--- src/rtl/pipe_hazard_ctrl_pkg.sv ---
// Shared types and latency constants for the pipeline hazard controller.
// The mult/div unit imports the same latency constants.
package pipe_hazard_ctrl_pkg;

  localparam int MULT_CYCLES_DEF = 5;
  localparam int DIV_CYCLES_DEF  = 10;
  localparam int CNT_W_DEF       = 4;

  typedef enum logic {
    MD_IDLE = 1'b0,
    MD_BUSY = 1'b1
  } md_state_e;

  // en/clr bit order is {FD, DE, EM, MW}
  typedef struct packed {
    logic       pc_en;
    logic [3:0] en;
    logic [3:0] clr;
  } pipe_ctl_t;

  localparam pipe_ctl_t CTL_IDLE = '{
    pc_en: 1'b1,
    en:    4'b1111,
    clr:   4'b0000
  };

  localparam int FD = 3;
  localparam int DE = 2;
  localparam int EM = 1;
  localparam int MW = 0;

endpackage

--- src/rtl/pipe_hazard_ctrl_md_busy_tracker.sv ---
// Mult/div busy tracker: 2-state FSM plus down-counter.
// Ports: clk, reset (async, active-low), md_start_E, md_is_div_E, exc_taken_M -> md_busy.
module md_busy_tracker
  import pipe_hazard_ctrl_pkg::*;
#(
  parameter int MULT_CYCLES = MULT_CYCLES_DEF,
  parameter int DIV_CYCLES  = DIV_CYCLES_DEF,
  parameter int CNT_W       = CNT_W_DEF
) (
  input  logic clk,
  input  logic reset,
  input  logic md_start_E,
  input  logic md_is_div_E,
  input  logic exc_taken_M,
  output logic md_busy
);

  md_state_e        state_q, state_d;
  logic [CNT_W-1:0] md_cnt, cnt_d;
  logic             issue;

  // An exception in the issue cycle cancels the mult/div.
  assign issue = md_start_E & ~exc_taken_M;

  always_ff @(posedge clk or negedge reset) begin
    if (!reset) begin
      state_q <= MD_IDLE;
      md_cnt  <= '0;
    end else begin
      state_q <= state_d;
      md_cnt  <= cnt_d;
    end
  end

  always_comb begin
    state_d = state_q;
    cnt_d   = md_cnt;
    unique case (state_q)
      MD_IDLE: begin
        if (issue) begin
          state_d = MD_BUSY;
          cnt_d   = md_is_div_E ?
                    CNT_W'(DIV_CYCLES - 1) :
                    CNT_W'(MULT_CYCLES - 1);
        end
      end
      MD_BUSY: begin
        if (md_cnt == '0)
          state_d = MD_IDLE;
        else
          cnt_d = md_cnt - 1'b1;
      end
      default: begin
        state_d = MD_IDLE;
        cnt_d   = '0;
      end
    endcase
  end

  assign md_busy = (state_q == MD_BUSY) | issue;

endmodule

--- src/rtl/pipe_hazard_ctrl.sv ---
// Pipeline register en/clr and PC enable: exception flush > stall > eret.
// Optional PIPE_HAZARD_STAT_EN adds stall_cycles/flush_count counters.
module pipe_hazard_ctrl
  import pipe_hazard_ctrl_pkg::*;
#(
  parameter int MULT_CYCLES = MULT_CYCLES_DEF,
  parameter int DIV_CYCLES  = DIV_CYCLES_DEF,
  parameter int CNT_W       = CNT_W_DEF
) (
  input  logic        clk,
  input  logic        reset,
  input  logic        hz_stall_D,
  input  logic        md_start_E,
  input  logic        md_is_div_E,
  input  logic        md_use_D,
  input  logic        exc_taken_M,
  input  logic        eret_D,
  output logic        pc_en,
  output logic        en_FD,
  output logic        en_DE,
  output logic        en_EM,
  output logic        en_MW,
  output logic        clr_FD,
  output logic        clr_DE,
  output logic        clr_EM,
  output logic        clr_MW,
  output logic        md_busy
`ifdef PIPE_HAZARD_STAT_EN
  ,
  output logic [31:0] stall_cycles,
  output logic [31:0] flush_count
`endif
);

  pipe_ctl_t ctl;
  logic      stall;
  logic      sel_exc;
  logic      sel_stall;
  logic      sel_eret;

  md_busy_tracker #(
    .MULT_CYCLES (MULT_CYCLES),
    .DIV_CYCLES  (DIV_CYCLES),
    .CNT_W       (CNT_W)
  ) u_md (
    .clk         (clk),
    .reset       (reset),
    .md_start_E  (md_start_E),
    .md_is_div_E (md_is_div_E),
    .exc_taken_M (exc_taken_M),
    .md_busy     (md_busy)
  );

  assign stall = hz_stall_D | (md_use_D & md_busy);

  // Disjoint selects encode the priority order.
  assign sel_exc   = exc_taken_M;
  assign sel_stall = ~exc_taken_M & stall;
  assign sel_eret  = ~exc_taken_M & ~stall & eret_D;

  always_comb begin
    ctl = CTL_IDLE;
    unique case (1'b1)
      sel_exc: begin
        ctl.clr = 4'b1111;
      end
      sel_stall: begin
        ctl.pc_en   = 1'b0;
        ctl.en[FD]  = 1'b0;
        ctl.clr[DE] = 1'b1;
      end
      sel_eret: begin
        ctl.clr[FD] = 1'b1;
      end
      default: ;
    endcase
  end

  assign pc_en  = ctl.pc_en;
  assign en_FD  = ctl.en[FD];
  assign en_DE  = ctl.en[DE];
  assign en_EM  = ctl.en[EM];
  assign en_MW  = ctl.en[MW];
  assign clr_FD = ctl.clr[FD];
  assign clr_DE = ctl.clr[DE];
  assign clr_EM = ctl.clr[EM];
  assign clr_MW = ctl.clr[MW];

`ifdef PIPE_HAZARD_STAT_EN
  always_ff @(posedge clk or negedge reset) begin
    if (!reset) begin
      stall_cycles <= '0;
      flush_count  <= '0;
    end else begin
      if (sel_stall)
        stall_cycles <= stall_cycles + 32'd1;
      if (sel_exc)
        flush_count <= flush_count + 32'd1;
    end
  end
`endif

endmodule

--- config.mk ---
export PLATFORM = sky130hd
export DESIGN_NAME = pipe_hazard_ctrl
export DESIGN_NICKNAME = d
export VERILOG_FILES = /design/src/rtl/pipe_hazard_ctrl_pkg.sv /design/src/rtl/pipe_hazard_ctrl_md_busy_tracker.sv /design/src/rtl/pipe_hazard_ctrl.sv
export SDC_FILE = /design/constraint.sdc
export NUM_CORES = 1
export LEC_CHECK = 0
export BUFFER_PORTS_ARGS = -buffer_cell sky130_fd_sc_hd__buf_4
export CORE_AREA = 2 2 39 41
export DETAILED_ROUTE_END_ITERATION = 8
export DIE_AREA = 0 0 41 43
export GPL_TIMING_DRIVEN = 1
export PLACE_DENSITY_LB_ADDON = 0.2
export SYNTH_ARGS = -nofsm -noshare
export SYNTH_HDL_FRONTEND = slang
export SYNTH_SLANG_ARGS = --single-unit
--- constraint.sdc ---
create_clock -name clk -period 3.49 [get_ports clk]
set_input_delay 0.1745 -clock clk [delete_from_list [all_inputs] [get_ports clk]]
set_output_delay 0.1745 -clock clk [all_outputs]
set_load 0.01 [all_outputs]
; ---- Word level (Yosys, flattened, before mapping)
; Index checks and enable logic that the tools add are counted.
[op_classes]
eq_ne = 2
bitwise_logic = 10
n_mux = 11
n_reduce_logical = 4
n_addsub = 1
[ops]
columns = op, count
row1 = $mux 4, 3
row2 = $pmux 4 s2, 1
row3 = $and 1x1->1, 5
row4 = $logic_not 4->1, 1
row5 = $mux 1, 4
row6 = $mux 2, 2
row7 = $reduce_or 2->1, 2
row8 = $sub 4x1->4 const B, 1
row9 = $not 1->1, 3
row10 = $ne 2x1->1 const B, 1
row11 = $ne 2x2->1 const B, 1
row12 = $or 1x1->1, 2
row13 = $pmux 1 s2, 1
row14 = $reduce_and 2->1, 1
[word_totals]
out_inout_bits = 10
register_bits = 5
word_cells = 30
input_bits = 8

; ---- Logic depth before layout (Yosys ltp)
; Gate-level depths: netlist of run 1.
[depth]
ltp_word = 10
ltp_mapped = 5
mapped_depth_nobuf = 5

; ---- Cells and area by module
; From an unflattened synthesis of run 1, not the netlist that was laid out.
[unflattened]
cells_unflattened = 44
hier_area_um2 = 414.1
[by_module_without_submodules]
columns = mod, seq_area_each_um2, area_each_um2, cells_per_inst, n_inst
row1 = md_busy_tracker, 125.1, 335.3, 33, 1
row2 = pipe_hazard_ctrl, 0.0, 78.8, 11, 1

; ---- Worst setup path after synthesis of run 1
; Ideal clock, no wire load.
[synth_timing]
path_kind = flip-flop to flip-flop
from = reg u_md.md_cnt[0]
to = reg u_md.md_cnt[1]
required_ns = 3.363
synth_period_minus_slack_ns = 1.287
n_path_buf = 0
arrival_ns = 1.160
setup_slack_ns = 2.203
path_stages_with_launch = 6
setup_time_ns = 0.127
path_cell_list = dfrtp_1 inv_1 ha_1 or3b_4 nand3b_2 o211ai_2
[synth_between]
elab_chain_cells = 3
word_cells_on_any_way = 6
[synth_rtl]
columns = item, line
row1 = start: declaration, pipe_hazard_ctrl_md_busy_tracker.sv:19  ; logic [CNT_W-1:0] md_cnt, cnt_d;
row2 = start signal: assignment, pipe_hazard_ctrl_md_busy_tracker.sv:31  ; md_cnt <= cnt_d;
row3 = $sub 4x1->4 or $logic_not 4->1 (tied branches), "pipe_hazard_ctrl_md_busy_tracker.sv:51, pipe_hazard_ctrl_md_busy_tracker.sv:48"
row4 = $mux 4 or $ne 2x2->1 (tied branches), -
row5 = $pmux 4 s2 or $reduce_and 2->1 (tied branches), -
; Several ways; a longest one is shown, not always the timed one. The select of a mux whose other input is x is not followed.
; A chain may end at the register's enable or synchronous reset.

; ---- Worst setup path in the final report of run 1
[layout_timing]
from = reg u_md.state_q
to = out en_FD
[layout_between]
elab_chain_cells = 5
[layout_rtl]
columns = item, line
row1 = start: declaration, pipe_hazard_ctrl_md_busy_tracker.sv:18  ; md_state_e state_q, state_d;
row2 = start signal: assignment, pipe_hazard_ctrl_md_busy_tracker.sv:30  ; state_q <= state_d;
row3 = $or 1x1->1, pipe_hazard_ctrl_md_busy_tracker.sv:60  ; assign md_busy = (state_q == MD_BUSY) | issue;
row4 = $and 1x1->1, pipe_hazard_ctrl.sv:54  ; assign stall = hz_stall_D | (md_use_D & md_busy);
row5 = $or 1x1->1, pipe_hazard_ctrl.sv:54
row6 = $and 1x1->1, pipe_hazard_ctrl.sv:58  ; assign sel_stall = ~exc_taken_M & stall;
row7 = $mux 2, pipe_hazard_ctrl.sv:63  ; unique case (1'b1)
row8 = end: declaration, pipe_hazard_ctrl.sv:19  ; output logic en_FD,
; Every way passes these cells.

==> run summary, run 1 <==
Cts repair resizes: 0
WP data required: 3320 ps
Initial Util: 30.8%
Clk_skew: 3.29 ps
Core area: 1380 um2
Yosys warning total: 0
Leak: 0.270 nW
GPL Wtd Cong: 0.821
Cell variety after synth: 28
Die area: 1760 um2
Sequential-to-total area share from yosys stat: 29.3%
GRT Util Overall: 11.4%
Hold WC Path Type: in -> async
Die Height: 43 um
Worst setup EP type: primary output
Status: finished clean
Reg2reg setup slack: 2110 ps
Slew Limit Fails: 0
Post-synth top flop: dfrtp_1
Post-DRT Antenna Nets: 0
Power Density: 742 nW/um2
WP data arrival: 1470 ps
Layout cells sized above 1: 40.0%
Drt via density: 4.67
TritonCTS clock tree: yes
# rows: 14
Largest net degree at the start of global routing: 13
Via Count: 355
Antenna violations before repair: 0
Maxcap violations: 0
Crit Path Category: reg -> out
Max Buffers Root-to-Sink: 2
Final wirelength: 805 um
Final setup fails: 0
IO Pins: 18
Clock Pin Slew Worst Setup and Hold Paths: 40 ps
FMAX: 0.609 GHz
Syn Std Cell Area: 427 um2
Router iterations before antenna repair: 2
Routed wire per std cell: 10.6 um
Clock latency on the worst-skew pair: 240 ps
# DRC: 0
Synth Instances: 46
Slowest cell on the critical path: dfrtp_1
Total clock buffers created by CTS: 3
Antenna diodes: 0
Final setup margin: 1850 ps
Setup tns final: 0 ps
H-tree depth: 1
VDD IR max: 0.321 mV
Crit path max fanout: 12
Final hold violations: 0
Area Growth Syn to Fin: 27.3%
Iteration-0 DRC Markers: 7
Slowest stage delay, CP: 560 ps
Grt ovf: 0
Post-synth EDFFs: 0
Startpoint types: flip-flop
Vias in the first global route: 318
Synth Register Bits: 5
Die X: 41 um
Final period utilization: 47.1%
First-pass GRT wire length: 1.34 mm
Clk root buf: clkbuf_4
Ys async rst share: 100%
Cell breakdown of the critical path: o21a_1 > nor2_1 > or2_2 > buf_4
RSZ-0062 raised after global routing: false
Port Buffers: 14
Final hold slack: 276 ps
Minimum clock period: 1640 ps
Clk sinks: 5
Place WS: 2100 ps
Layout Nets: 71
Post-synthesis area per instance: 9.28 um2
registers in the layout, indices dropped and copies added (netlist names):
signal        count
u_md.state_q      1
u_md.md_cnt       4
cells in the mapped netlist, drive strengths merged, types with 2 or more instances:
library cell,number,share of area (%)
nand3,2,2.3
inv,3,2.6
ha,2,5.9
buf,7,12
nor3b,3,6.5
nand2,4,3.5
dfrtp,5,29
o21ai,2,3.2
layout make-up:
cell class                      instances  area (um2)
Fill cell                             152         841
Multi-Input combinational cell         33         245
Sequential cell                         5         125
Timing Repair Buffer                   15         115
Clock buffer                            4        26.3
Tap cell                               16        20.0
Inverter                                3        11.3
metrics by stage:
| step | instances | power (W) | area, um2 | utilization [%] |
|---|---|---|---|---|
| CTS | 76 | 0.000409 | 543 | 39.2 |
| finish | 76 | 0.000403 | 543 | 39.2 |
| global placement | 71 | 0.000342 | 507 | 36.6 |
| detailed placement | 71 | 0.000336 | 507 | 36.6 |
| global route | 76 | 0.000444 | 543 | 39.2 |
| floorplan | 48 | 0.000294 | 434 | - |
path summary, 6_finish.rpt:
path / startpoint / end / cells past startpoint
max in group asynchronous: reset / u_md.md_cnt[0] / 2
setup / recovery: u_md.state_q / en_FD / 4
min in group clk: md_start_E / u_md.md_cnt[1] / 4
hold reg to reg: u_md.md_cnt[1] / u_md.md_cnt[1] / 2
hold / removal: reset / u_md.md_cnt[3] / 2
setup reg to reg: u_md.md_cnt[0] / u_md.md_cnt[2] / 5
cells by family after synthesis:
kind of cell	count (synthesis)	share of synthesized area (%)
AOI/OAI and AO/OA	9	16.7
xor gates and xnor gates	2	4.11
adders and majority gates	2	5.86
buffers and inverters	10	15.0
DFF	5	29.3
muxes	1	2.35
other	1	0.879
and+or+nand+nor	16	25.8
metal layers:
metal	wire length, um	part of all wire [%]	vias up	global-route usage [%]
met5	0	0	-	0
met4	0	0	0	2.00
met3	90	11	0	7.85
met2	363	45	16	16.6
met1	351	44	160	13.9
li1	-	-	179	-
cell usage in the layout (no fill, tap or decap), types with 2 or more instances in the layout:
cell	synthesis	routed
ha_1	2	2
clkbuf_4	0	3
nand3_1	2	2
nor3b_1	2	2
conb_1	1	3
nand2_1	4	4
dfrtp_1	5	5
inv_1	3	3
buf_4	7	14
critical path, delay by kind of cell, from the launching register on:
kind,cells,cell delay [ps]
DFF,1,560
and+or+nand+nor,2,320
AOI/OAI and AO/OA,1,200
buffers and inverters,1,150
report_power, final:
| group | switching (W) | internal [W] |
|---|---|---|
| Combinational | 0.0000929 | 0.000110 |
| Clock | 0.0000231 | 0.0000432 |
| Sequential | 0.0000452 | 0.0000881 |
| Total | 0.000161 | 0.000242 |
timing repair:
| item | in CTS | in global routing |
|---|---|---|
| setup buffers | 0 | 0 |
| endpoints found under the hold margin | 5 | 0 |
| endpoints found under the setup margin | 0 | 0 |
| hold buffers | 1 | 0 |
Power figures use the tool's default switching activity.
==> run 2: changes to the inputs <==
--- a/config.mk
+++ b/config.mk
@@ -5,6 +5,7 @@
 export SDC_FILE = /design/constraint.sdc
 export NUM_CORES = 1
 export LEC_CHECK = 0
+export ABC_AREA = 1
 export BUFFER_PORTS_ARGS = -buffer_cell sky130_fd_sc_hd__buf_4
 export CORE_AREA = 2 2 39 41
 export DETAILED_ROUTE_END_ITERATION = 8
==> constraint.sdc (replaced) <==
create_clock -name clk -period 1.4 [get_ports clk]
set_input_delay 0.07 -clock clk [delete_from_list [all_inputs] [get_ports clk]]
set_output_delay 0.07 -clock clk [all_outputs]
set_load 0.01 [all_outputs]
==> run summary, run 2 <==
GRT Util Overall: 9.80% (-1.6 points)
Logic pwr share: 53.4% (+2.9 points)
Top cell type's share of synthesized area: 31.5% (+2.2 points)
Area Growth Syn to Fin: 31.2%
Core area: 1380 um2 (unchanged)
Setup repair bufs after CTS: 0 (unchanged)
# DRC: 0 (unchanged)
# rows: 14 (unchanged)
Layout Nets: 80 (+13%)
Maxcap violations: 0 (unchanged)
Clk root buf: clkbuf_4
WP data arrival: 1190 ps (-280 ps)
Antenna violations before repair: 0 (unchanged)
Sequential Area: 125 um2 (unchanged)
Setup tns final: 0 ps (unchanged)
Slew Limit Fails: 0 (unchanged)
FMAX: 0.794 GHz
Antenna diodes: 0 (unchanged)
Via Count: 351 (-1.1%)
Crit path max fanout: 5 (-7)
Multi-input logic area: 198 um2 (-19%)
Crit Path Category: reg -> out
Clock Power Share: 16.9% (+0.5 points)
Most common cell in the netlist: nand2_1
Clock latency on the worst-skew pair: 240 ps (about the same)
Routed wire per std cell: 8.41 um (-21%)
Leak: 0.287 nW (+6.2%)
Largest net degree at the start of global routing: 6 (-7)
Final period utilization: 90.0%
Port Buffers: 14 (unchanged)
Iteration-0 DRC Markers: 0 (-7)
Final hold slack: 171 ps (-105 ps)
Die Height: 43 um (unchanged)
DP Wirelength: 590 um
Max Buffers Root-to-Sink: 2 (unchanged)
Minimum clock period: 1260 ps
IO Pins: 18 (unchanged)
Biggest register: u_md.md_cnt
Commonest non-fill, non-tap cell in the layout: buf_4
Synth Register Bits: 5 (unchanged)
Final hold violations: 0 (unchanged)
Hold WC Path Type: in -> async
First-pass GRT wire length: 1.15 mm (-14%)
Switch Pwr: 0.000424 W (+160%)
Power Internal: 0.000541 W (+120%)
Sequential power share: 29.7% (-3.4 points)
VDD IR max: 0.834 mV (+160%)
Post-synth top flop: dfrtp_1
Total clock buffers created by CTS: 3 (unchanged)
Initial Util: 28.7% (-2.2 points)
GPL Wtd Cong: 0.731 (-11%)
Vias in the first global route: 314 (-1.3%)
Startpoint types: flip-flop
Cts repair resizes: 0 (unchanged)
Power Density: 1850 nW/um2 (+150%)
Synth Instances: 54 (+17%)
Clk sinks: 5 (unchanged)
Largest regs: u_md.md_cnt (4), u_md.state_q (1)
Place WS: 235 ps (-1860 ps)
Yosys warning total: 0 (unchanged)
Post-synthesis area per instance: 7.35 um2 (-21%)
Final setup fails: 0 (unchanged)
Die X: 41 um (unchanged)
Final setup margin: 140 ps (-1710 ps)
Post-DRT Antenna Nets: 0 (unchanged)
Max reg flops: 4 (unchanged)
Post-synth EDFFs: 0 (unchanged)
RSZ-0062 raised after global routing: false
Final wirelength: 715 um (-11%)
Sequential-to-total area share from yosys stat: 31.5% (+2.2 points)
Clk_skew: 5.40 ps (+2.12 ps)
TritonCTS clock tree: yes
Cell variety after synth: 17 (-39%)
Die area: 1760 um2 (unchanged)
R2r worst-path depth: 7 (+2)
Worst setup EP type: primary output
Grt ovf: 0 (unchanged)
Layout cells sized above 1: 36.2% (-3.8 points)
Top cells by count, synth: nand2_1 (13), buf_4 (6), inv_1 (6), dfrtp_1 (5), nand3_1 (4)
Router iterations before antenna repair: 1 (-1)
Drt via density: 4.13 (-12%)
Clock Pin Slew Worst Setup and Hold Paths: 50 ps (about the same)
Ys async rst share: 100% (unchanged)
Layout fillers: 145 (-4.6%)
Sw Ratio: 43.9% (+3.9 points)
Syn Std Cell Area: 397 um2 (-7.0%)
Post-synth top area cell: dfrtp_1
H-tree depth: 1 (unchanged)
Most frequent cells in the layout: buf_4 (14), nand2_1 (13), inv_1 (6), dfrtp_1 (5), nand3_1 (4)
WP data required: 1330 ps (-1990 ps)
Status: finished clean
Main area contributors after synthesis: dfrtp_1 (32%), nand2_1 (12%), buf_4 (11%)
run 2: path summary, 6_finish.rpt:
path / start / to / slack (ps)
max in group asynchronous: reset / u_md.md_cnt[1] / 1120
min in group clk: md_is_div_E / u_md.md_cnt[0] / 200
setup reg to reg: u_md.md_cnt[0] / u_md.md_cnt[0] / 240
hold reg to reg: u_md.md_cnt[0] / u_md.md_cnt[0] / 580
hold / removal: reset / u_md.md_cnt[2] / 170
setup / recovery: u_md.state_q / pc_en / 140
run 2: final cells by class:
class / count / area share, %
timing repair buffer: 15 / 22.1
inverter: 9 / 6.97
tap: 16 / 3.85
clock buffer: 4 / 5.05
multi-input combinational: 36 / 38.0
sequential: 5 / 24.0
run 2: metrics by stage:
| stage | std cells | power, W | instance area (um2) | utilization, % |
|---|---|---|---|---|
| final | 85 | 0.000964 | 520 | 37.6 |
| after global routing | 85 | 0.00108 | 520 | 37.6 |
| after CTS | 85 | 0.000983 | 520 | 37.6 |
| after detailed placement | 80 | 0.000803 | 484 | 35.0 |
| after global placement | 80 | 0.000815 | 484 | 35.0 |
| after floorplan | 56 | 0.000688 | 404 | - |
run 2: logic make-up after synthesis:
group           share of synthesized area [%]
compound gates                           8.83
fa+ha+maj                                6.31
simple gates                             31.9
flops                                    31.5
buf+inv                                  20.5
other cells                             0.945
run 2: critical path, stage by stage, from the launching register on:
cell and delay (ps):
dfrtp_1 400, inv_2 130, nand2_4 80, nand2_1 100, nand2_1 60, nand2_1 70, buf_4 120
run 2: power by group through the flow:
stage	clock network (W)	logic [W]	registers, W
CTS	0.000173	0.000521	0.000289
finish	0.000163	0.000515	0.000287
floorplan	0	0.000416	0.000273
detailed placement	0	0.000514	0.000289
global route	0.000190	0.000588	0.000298
global placement	0	0.000525	0.000290
run 2: per-layer routing:
metal  vias up  routed length [um]  track usage [%]
met4         0                   0             6.00
met5         -                   0                0
met2        16                 342             15.9
met3         0                  94             3.14
li1        189                   -                -
met1       146                 278             10.2
run 2: repair_timing:
action,CTS,global route
hold buffers,1,0
setup endpoints to repair,0,0
endpoints found under the hold margin,5,0
